<file path="src/rtl/lsu_pkg.sv">
`default_nettype none
// ============================================================================
// Module      : lsu_pkg
// Description : Shared definitions for the memory-access (LSU) pipeline stage:
//               load funct3 codes, one-hot store length codes, FSM state
//               encoding, default widths and size/alignment/mask helpers.
// Revision    : 1.0 - initial release
// ============================================================================
package lsu_pkg;

    localparam int XLEN_DEF        = 64;
    localparam int TIMEOUT_CYC_DEF = 255;

    // Load funct3 encodings
    localparam logic [2:0] LD_LB  = 3'b000;
    localparam logic [2:0] LD_LH  = 3'b001;
    localparam logic [2:0] LD_LW  = 3'b010;
    localparam logic [2:0] LD_LD  = 3'b011;
    localparam logic [2:0] LD_LBU = 3'b100;
    localparam logic [2:0] LD_LHU = 3'b101;
    localparam logic [2:0] LD_LWU = 3'b110;

    // Store length, one-hot
    localparam logic [3:0] ST_B = 4'b0001;
    localparam logic [3:0] ST_H = 4'b0010;
    localparam logic [3:0] ST_W = 4'b0100;
    localparam logic [3:0] ST_D = 4'b1000;

    typedef enum logic [1:0] {
        S_IDLE = 2'd0,
        S_REQ  = 2'd1,
        S_RSP  = 2'd2,
        S_DONE = 2'd3
    } lsu_state_e;

    // log2 of the access size in bytes (0=B, 1=H, 2=W, 3=D).
    // For loads funct3[1:0] already encodes this directly.
    function automatic logic [1:0] access_size(input logic       is_load,
                                               input logic [2:0] ld_op,
                                               input logic [3:0] st_len);
        logic [1:0] size;
        if (is_load) begin
            size = ld_op[1:0];
        end else begin
            case (st_len)
                ST_B:    size = 2'd0;
                ST_H:    size = 2'd1;
                ST_W:    size = 2'd2;
                ST_D:    size = 2'd3;
                default: size = 2'd3;
            endcase
        end
        return size;
    endfunction

    function automatic logic is_misaligned(input logic [1:0] size,
                                           input logic [2:0] off);
        logic mis;
        case (size)
            2'd0:    mis = 1'b0;
            2'd1:    mis = off[0];
            2'd2:    mis = |off[1:0];
            default: mis = |off;
        endcase
        return mis;
    endfunction

    function automatic logic [7:0] store_mask(input logic [1:0] size,
                                              input logic [2:0] off);
        logic [7:0] mask;
        case (size)
            2'd0:    mask = 8'h01 << off;
            2'd1:    mask = 8'h03 << off;
            2'd2:    mask = 8'h0F << off;
            default: mask = 8'hFF;
        endcase
        return mask;
    endfunction

endpackage
`default_nettype wire

</file>
<file path="src/rtl/lsu_load_align.sv">
`default_nettype none
// ============================================================================
// Module      : lsu_load_align
// Description : Combinational load formatter. Shifts the 8-byte bus word down
//               by the byte offset and sign/zero-extends per load funct3.
// Ports       : rdata       in  XLEN  raw doubleword from memory
//               offset      in  3     byte offset within the doubleword
//               load_opcode in  3     load funct3
//               load_data   out XLEN  formatted load result
// Revision    : 1.0 - initial release
// ============================================================================
module lsu_load_align
    import lsu_pkg::*;
#(
    parameter int XLEN = XLEN_DEF
) (
    input  logic [XLEN-1:0] rdata,
    input  logic [2:0]      offset,
    input  logic [2:0]      load_opcode,
    output logic [XLEN-1:0] load_data
);

    logic [XLEN-1:0] w_shifted;

    assign w_shifted = rdata >> {offset, 3'b000};

    always_comb begin
        load_data = '0;
        case (load_opcode)
            LD_LB:  load_data = {{(XLEN-8){w_shifted[7]}},   w_shifted[7:0]};
            LD_LH:  load_data = {{(XLEN-16){w_shifted[15]}}, w_shifted[15:0]};
            LD_LW:  load_data = {{(XLEN-32){w_shifted[31]}}, w_shifted[31:0]};
            LD_LD:  load_data = w_shifted;
            LD_LBU: load_data = {{(XLEN-8){1'b0}},  w_shifted[7:0]};
            LD_LHU: load_data = {{(XLEN-16){1'b0}}, w_shifted[15:0]};
            LD_LWU: load_data = {{(XLEN-32){1'b0}}, w_shifted[31:0]};
            default: load_data = '0;
        endcase
    end

endmodule
`default_nettype wire

</file>
<file path="src/rtl/lsu_stage.sv">
`default_nettype none
// ============================================================================
// Module      : lsu_stage
// Description : Memory-access stage of the 5-stage RV64 pipeline. Converts
//               the EX->MEM register contents into a valid/ready request and
//               response transaction, stalls upstream while it is in flight,
//               and produces the MEM->WB register (lsu_*).
// Ports       : clk, rstn                    clock, async active-low reset
//               exu_*                        EX->MEM register fields
//               mem_req_valid/ready/we/addr/wdata/wmask  request channel
//               mem_rsp_valid/rdata          response channel
//               lsu_stall                    hold IF/ID/EX registers
//               lsu_*                        MEM->WB register fields
// Revision    : 1.0 - initial release
// ============================================================================
module lsu_stage
    import lsu_pkg::*;
#(
    parameter int XLEN        = XLEN_DEF,
    parameter int TIMEOUT_CYC = TIMEOUT_CYC_DEF
) (
    input  logic            clk,
    input  logic            rstn,
    input  logic            exu_execute_en,
    input  logic            exu_load_en,
    input  logic            exu_store_en,
    input  logic [2:0]      exu_load_opcode,
    input  logic [3:0]      exu_store_len,
    input  logic [XLEN-1:0] exu_alu_result,
    input  logic [XLEN-1:0] exu_gpr_data2,
    input  logic [4:0]      exu_index_rd,
    input  logic            exu_wb_en,
    input  logic [3:0]      exu_wb_choose,
    input  logic            exu_ebreak,
    input  logic [XLEN-1:0] exu_pc,
    input  logic [XLEN-1:0] exu_snxt_pc,
    input  logic [31:0]     exu_instr,
    output logic            mem_req_valid,
    input  logic            mem_req_ready,
    output logic            mem_req_we,
    output logic [XLEN-1:0] mem_req_addr,
    output logic [XLEN-1:0] mem_req_wdata,
    output logic [7:0]      mem_req_wmask,
    input  logic            mem_rsp_valid,
    input  logic [XLEN-1:0] mem_rsp_rdata,
    output logic            lsu_stall,
    output logic            lsu_execute_en,
    output logic            lsu_wb_en,
    output logic            lsu_ebreak,
    output logic [4:0]      lsu_index_rd,
    output logic [3:0]      lsu_wb_choose,
    output logic [XLEN-1:0] lsu_alu_result,
    output logic [XLEN-1:0] lsu_load_data,
    output logic [XLEN-1:0] lsu_pc,
    output logic [XLEN-1:0] lsu_snxt_pc,
    output logic [31:0]     lsu_instr,
    output logic            lsu_misalign,
    output logic            lsu_bus_err
);

    localparam int              CNT_W      = $clog2(TIMEOUT_CYC + 1);
    localparam logic [CNT_W-1:0] C_CNT_LAST = CNT_W'(TIMEOUT_CYC - 1);

    lsu_state_e       r_state;
    lsu_state_e       w_state_nxt;

    logic [CNT_W-1:0] r_cnt;
    logic             r_we;
    logic [XLEN-1:0]  r_addr;
    logic [XLEN-1:0]  r_wdata;
    logic [7:0]       r_wmask;
    logic [2:0]       r_ld_op;
    logic [2:0]       r_off;
    logic [XLEN-1:0]  r_rdata;
    logic             r_bus_err;

    logic             w_mem_op;
    logic [2:0]       w_off;
    logic [1:0]       w_size;
    logic             w_misalign;
    logic             w_start;
    logic             w_expire;
    logic [XLEN-1:0]  w_ld_fmt;

    logic             w_capture;
    logic             w_wb_nxt;
    logic             w_mis_nxt;
    logic             w_berr_nxt;
    logic [XLEN-1:0]  w_ldata_nxt;

    // ------------------------------------------------------------------
    // Request decode
    // ------------------------------------------------------------------
    assign w_mem_op   = exu_execute_en & (exu_load_en | exu_store_en);
    assign w_off      = exu_alu_result[2:0];
    assign w_size     = access_size(exu_load_en, exu_load_opcode, exu_store_len);
    assign w_misalign = is_misaligned(w_size, w_off);
    assign w_start    = (r_state == S_IDLE) & w_mem_op & ~w_misalign;

    // Timeout only fires when the event we are waiting for did not arrive
    // in the same cycle; a last-cycle handshake/response still completes.
    assign w_expire = (r_cnt == C_CNT_LAST) &
                      (((r_state == S_REQ) & ~mem_req_ready) |
                       ((r_state == S_RSP) & ~mem_rsp_valid));

    // ------------------------------------------------------------------
    // FSM
    // ------------------------------------------------------------------
    always_ff @(posedge clk or negedge rstn) begin
        if (!rstn) begin
            r_state <= S_IDLE;
        end else begin
            r_state <= w_state_nxt;
        end
    end

    always_comb begin
        w_state_nxt   = r_state;
        lsu_stall     = 1'b0;
        mem_req_valid = 1'b0;
        case (r_state)
            S_IDLE: begin
                lsu_stall = w_start;
                if (w_start) begin
                    w_state_nxt = S_REQ;
                end
            end
            S_REQ: begin
                lsu_stall     = 1'b1;
                mem_req_valid = 1'b1;
                // A response coinciding with the handshake is not legal
                // and is ignored here.
                if (mem_req_ready) begin
                    w_state_nxt = r_we ? S_DONE : S_RSP;
                end else if (w_expire) begin
                    w_state_nxt = S_DONE;
                end
            end
            S_RSP: begin
                lsu_stall = 1'b1;
                if (mem_rsp_valid || w_expire) begin
                    w_state_nxt = S_DONE;
                end
            end
            S_DONE: begin
                w_state_nxt = S_IDLE;
            end
            default: begin
                w_state_nxt = S_IDLE;
            end
        endcase
    end

    // ------------------------------------------------------------------
    // Request registers, timeout counter, response capture
    // ------------------------------------------------------------------
    always_ff @(posedge clk or negedge rstn) begin
        if (!rstn) begin
            r_cnt     <= '0;
            r_we      <= 1'b0;
            r_addr    <= '0;
            r_wdata   <= '0;
            r_wmask   <= '0;
            r_ld_op   <= '0;
            r_off     <= '0;
            r_rdata   <= '0;
            r_bus_err <= 1'b0;
        end else begin
            if (w_start) begin
                r_cnt     <= '0;
                r_we      <= ~exu_load_en;
                r_addr    <= {exu_alu_result[XLEN-1:3], 3'b000};
                r_wmask   <= exu_load_en ? 8'h00 : store_mask(w_size, w_off);
                r_wdata   <= exu_load_en ? '0 : (exu_gpr_data2 << {w_off, 3'b000});
                r_ld_op   <= exu_load_opcode;
                r_off     <= w_off;
                r_bus_err <= 1'b0;
            end else if ((r_state == S_REQ) || (r_state == S_RSP)) begin
                r_cnt <= r_cnt + CNT_W'(1);
                if (w_expire) begin
                    r_bus_err <= 1'b1;
                end
            end
            if ((r_state == S_RSP) && mem_rsp_valid) begin
                r_rdata <= mem_rsp_rdata;
            end
        end
    end

    assign mem_req_we    = r_we;
    assign mem_req_addr  = r_addr;
    assign mem_req_wdata = r_wdata;
    assign mem_req_wmask = r_wmask;

    // ------------------------------------------------------------------
    // Load formatting
    // ------------------------------------------------------------------
    lsu_load_align #(
        .XLEN (XLEN)
    ) u_load_align (
        .rdata       (r_rdata),
        .offset      (r_off),
        .load_opcode (r_ld_op),
        .load_data   (w_ld_fmt)
    );

    // ------------------------------------------------------------------
    // MEM->WB register. The EX register is held by lsu_stall, so the
    // exu_* fields still describe the memory instruction in DONE.
    // ------------------------------------------------------------------
    always_comb begin
        w_capture   = 1'b0;
        w_wb_nxt    = 1'b0;
        w_mis_nxt   = 1'b0;
        w_berr_nxt  = 1'b0;
        w_ldata_nxt = '0;
        case (r_state)
            S_IDLE: begin
                if (!w_start) begin
                    w_capture = 1'b1;
                    w_mis_nxt = w_mem_op & w_misalign;
                    w_wb_nxt  = exu_wb_en & ~w_mis_nxt;
                end
            end
            S_DONE: begin
                w_capture   = 1'b1;
                w_berr_nxt  = r_bus_err;
                w_wb_nxt    = exu_wb_en & ~r_bus_err;
                w_ldata_nxt = (r_we || r_bus_err) ? '0 : w_ld_fmt;
            end
            default: begin
                w_capture = 1'b0;
            end
        endcase
    end

    always_ff @(posedge clk or negedge rstn) begin
        if (!rstn) begin
            lsu_execute_en <= 1'b0;
            lsu_wb_en      <= 1'b0;
            lsu_ebreak     <= 1'b0;
            lsu_index_rd   <= '0;
            lsu_wb_choose  <= '0;
            lsu_alu_result <= '0;
            lsu_load_data  <= '0;
            lsu_pc         <= '0;
            lsu_snxt_pc    <= '0;
            lsu_instr      <= '0;
            lsu_misalign   <= 1'b0;
            lsu_bus_err    <= 1'b0;
        end else if (w_capture) begin
            lsu_execute_en <= exu_execute_en;
            lsu_wb_en      <= w_wb_nxt;
            lsu_ebreak     <= exu_ebreak;
            lsu_index_rd   <= exu_index_rd;
            lsu_wb_choose  <= exu_wb_choose;
            lsu_alu_result <= exu_alu_result;
            lsu_load_data  <= w_ldata_nxt;
            lsu_pc         <= exu_pc;
            lsu_snxt_pc    <= exu_snxt_pc;
            lsu_instr      <= exu_instr;
            lsu_misalign   <= w_mis_nxt;
            lsu_bus_err    <= w_berr_nxt;
        end else begin
            // Bubble while the memory transaction is outstanding
            lsu_execute_en <= 1'b0;
            lsu_wb_en      <= 1'b0;
            lsu_ebreak     <= 1'b0;
            lsu_index_rd   <= '0;
            lsu_wb_choose  <= '0;
            lsu_alu_result <= '0;
            lsu_load_data  <= '0;
            lsu_pc         <= '0;
            lsu_snxt_pc    <= '0;
            lsu_instr      <= '0;
            lsu_misalign   <= 1'b0;
            lsu_bus_err    <= 1'b0;
        end
    end

endmodule
`default_nettype wire

</file>
<file path="config.mk">
export PLATFORM = sky130hd
export DESIGN_NAME = lsu_stage
export DESIGN_NICKNAME = d
export VERILOG_FILES = /design/src/rtl/lsu_pkg.sv /design/src/rtl/lsu_load_align.sv /design/src/rtl/lsu_stage.sv
export SDC_FILE = /design/constraint.sdc
export NUM_CORES = 1
export LEC_CHECK = 0
export CAP_MARGIN = 10
export CORE_AREA = 3 3 314 316
export CTS_BUF_LIST = sky130_fd_sc_hd__clkbuf_4 sky130_fd_sc_hd__clkbuf_8
export DETAILED_ROUTE_END_ITERATION = 7
export DIE_AREA = 0 0 317 319
export HOLD_SLACK_MARGIN = 0.15
export PLACE_DENSITY = 0.55
export SETUP_SLACK_MARGIN = 0.5
export SYNTH_ARGS = -nofsm -noshare
export SYNTH_HDL_FRONTEND = slang
export SYNTH_SLANG_ARGS = --single-unit
</file>
<file path="constraint.sdc">
create_clock -name clk -period 11.37 [get_ports clk]
set_input_delay 2.274 -clock clk [delete_from_list [all_inputs] [get_ports clk]]
set_output_delay 2.274 -clock clk [all_outputs]
set_load 0.02 [all_outputs]
</file>
==> impl_results.md <==
- Status: finished, final reports clean
- Asr flop ratio synth: 100.0%
- R2r setup slk: 7.47 ns
- CP max FO: 9
- Max transition margin: 24.58%
- CTS buffer count: 98
- Place WS: 2.744 ns
- VDD IR-drop max: 0.1904 mV
- CP Data Arrival Time: 6.34 ns
- Seq cells post-synth: 517
- Clock group share of total power: 21.7%
- Worst Skew: 0.02611 ns
- Logic pwr share: 46.6%
- Setup TNS: 0 ns
- WHS Path Cells: 2
- Die Ht: 319 um
- Pwr/cell area: 283.8 mW/mm^2
- Longest Clk Path Bufs: 3
- Clock-pin slew on the worst setup and hold paths: 0.05 ns
- DRC viols: 0
- FF-to-FF Start: r_off[1]
- H-tree depth: 3
- Routed len/inst: 21.56 um
- Hold Startpoint: mem_req_addr[17]
- Pleak: 14.52 nW
- Worst slew pin tran: 1.119 ns
- CTS Hold Bufs: 0
- RSZ-0062 raised after global routing: false
- Number of port buffers: 814
- Die X: 317 um
- Total die area: 0.1011 mm^2
- Final Util: 34.57%
- CTS tree: yes
- Yosys warns: 0
- Row Count: 114
- Startpoint type of the worst setup path: input port
- First-pass GRT wire length: 125500 um
- # IOs: 818
- Post-synth EDFFs: 0
- Largest net degree at the start of global routing: 186
- Number of library cell types mapped by synthesis: 71
- Tmin final: 8.616 ns
- Vias: 17190
- Remaining Overflow, GRT: 0
- Critical path class: input port to output pin
- Area of the multi-input gates: 0.008108 mm^2
- Seq. cell area: 0.01294 mm^2
- GPL Wtd Cong: 0.8682
- Max Cap Violations: 0
- Global Route Usage Sum: 16.86%
- Internal power: 5.754 mW
- Clock sink count: 517
- Final net count: 3089
- Mean Syn Cell Area: 11.44 um^2
- Switching power of the nets: 3.692 mW
- Sw Share: 39.09%
- Vias per Instance: 4.236
- Post CTS Setup Buffer Count: 0
- Primary FF master, synth: dfrtp_1
- Hold endpoint: mem_req_addr[17]
- DPL Wire Length: 64210 um
- Post_cts resized: 0
- Antenna Nets Post-Route: 0
- Root Driver: clkbuf_8
- Non-Filler Instances: 4059
- Cell area after synthesis: 0.02170 mm^2
- Starting DRC count in detailed routing: 1090
- Share of cells above drive strength 1: 14.29%
- Setup violators final: 0
- Area grow syn2layout: 53.37%
- Clk_lat worst skew: 0.72 ns
- Worst Hold Class: flop to flop
- Final wirelength: 87520 um
- Sequential area share after synthesis: 59.61%
- Pins Over Slew Limit: 0
- Synthesized instance count: 1897
- Number of global-route vias before repair: 17750
- Maximum clock frequency: 116.1 MHz
- Initial antenna violation count: 11
- Starting density of the core: 22.54%
- Worst reg2reg path endpoint: lsu_load_data[48]
- Core Footprint: 0.09628 mm^2
- Hold violation count in the final report: 0
- WP data required: 9.10 ns
- Fillers: 9715
- Final setup margin: 2.754 ns
- Worst Reg-to-Reg Cells: 7
- Post-route clock period utilization: 75.78%
- Endpoint type of the worst setup path: output pin
- Initial DRT Pass Iterations: 5
- Dpl cells: 3877
- Sequential share of power: 31.7%
[cell usage in the layout (no fill, tap or decap), types with 9 or more instances in the layout]
cell type | Yosys | routed
nand2_1 | 331 | 330
buf_4 | 4 | 23
clkinv_2 | 0 | 10
dfrtp_1 | 517 | 515
clkdlybuf4s50_1 | 0 | 810
mux2_2 | 121 | 121
nor2b_1 | 17 | 17
inv_1 | 19 | 19
a21oi_2 | 30 | 30
a22oi_1 | 9 | 9
a21oi_1 | 46 | 46
o21ai_0 | 71 | 71
ha_1 | 11 | 11
o21ai_1 | 9 | 9
o31ai_1 | 26 | 26
clkbuf_4 | 0 | 32
and2_1 | 236 | 236
a22o_1 | 10 | 10
clkbuf_8 | 0 | 120
nand2b_1 | 21 | 21
nor3_1 | 9 | 9
mux2i_1 | 81 | 81
mux4_2 | 15 | 15
o22ai_1 | 14 | 14
nor2_1 | 67 | 66
a211oi_1 | 15 | 15
[cell type report]
| class | instances | share of cell area (%) |
|---|---|---|
| diodes | 5 | 0.03759 |
| clock buffers | 152 | 5.684 |
| clock inverters | 25 | 0.9510 |
| inverters | 20 | 0.2255 |
| multi-input cells | 1226 | 24.36 |
| flip-flops and latches | 517 | 38.88 |
| well taps | 1276 | 4.796 |
| repair buffers | 838 | 25.07 |
[worst max-delay path by stage]
stage,startpoint,endpoint,depth (start not counted)
after floorplan,exu_load_en,lsu_stall,12
after global placement,exu_store_len[0],lsu_stall,11
after detailed placement,exu_store_len[0],lsu_stall,11
after CTS,exu_store_len[0],lsu_stall,11
after global routing,exu_store_len[0],lsu_stall,11
final,exu_store_len[0],lsu_stall,11
[cells in the mapped netlist, drive strengths merged (4+ instances only)]
master	n	area (um^2)
or3b	7	61.31
nand2b	21	131.4
clkbuf	87	326.6
nor3	10	61.31
o22ai	14	87.58
buf	43	242.7
a22o	10	87.58
nor2b	18	115.1
dfrtp	517	12940
and2	237	1483
xor2	4	35.03
a21o	4	30.03
inv	20	75.07
nor2	69	264.0
a211oi	15	112.6
mux2	125	1411
ha	11	137.6
xnor2	4	35.03
o22a	7	61.31
mux2i	81	810.8
dlygate4sd1	4	35.03
nand2	332	1249
o21ai	80	400.4
a22oi	9	67.56
mux4	15	337.8
a21oi	76	493.0
o31ai	26	195.2
[cell families after synthesis]
logic type	after synthesis	synth area share [%]
compound gates	267	8.192
xor+xnor	8	0.3228
fa+ha+maj	11	0.6341
buf+inv	156	3.223
flops	517	59.61
mux	221	11.80
other cells	1	0.01728
simple gates	716	16.21
[sequential cells by signal (all words and copies together) (netlist names), 2 cells and up]
signal,count
lsu_alu_result,64
r_state,2
lsu_wb_choose,4
lsu_snxt_pc,64
lsu_instr,32
r_off,3
lsu_pc,64
mem_req_wmask,8
mem_req_wdata,64
mem_req_addr,61
lsu_index_rd,5
r_cnt,8
lsu_load_data,64
r_rdata,64
r_ld_op,3
[routing by layer]
layer	GRT usage (%)	vias to the layer above	share of wire [%]
met5	0	-	0.047
met4	5.422	6	2.4
met3	6.030	121	9.0
met2	28.39	656	49
met1	19.95	8454	39
li1	-	7955	-
[stage by stage]
step | power [mW] | cell area (um^2) | hold WS (ns)
after global routing | 10.00 | 33280 | 0.4890
final | 9.447 | 33290 | 0.4698
after floorplan | 5.307 | 21710 | 0.4719
after global placement | 7.449 | 31060 | 0.4561
after CTS | 9.608 | 33270 | 0.4761
after detailed placement | 7.478 | 31060 | 0.4617
[critical path, stage by stage]
cell	delay [ns]
clkdlybuf4s50_1	0.46
xnor2_1	0.16
o41ai_2	0.88
inv_1	0.23
ha_1	0.29
o31ai_1	0.47
o21ai_0	0.29
nor2_4	0.38
nor2_1	0.09
nor2_1	0.11
clkdlybuf4s50_1	0.69
[power by group through the flow]
stage	combinational [mW]	clock (mW)	sequential, mW
6_report	4.40	2.05	3.00
5_1_grt	4.70	2.21	3.09
4_1_cts	4.47	2.13	3.00
3_5_place_dp	4.45	0	3.02
3_3_place_gp	4.44	0	3.01
2_1_floorplan	1.62	0	3.68
Note: power is estimated with default switching activity, not from simulation.
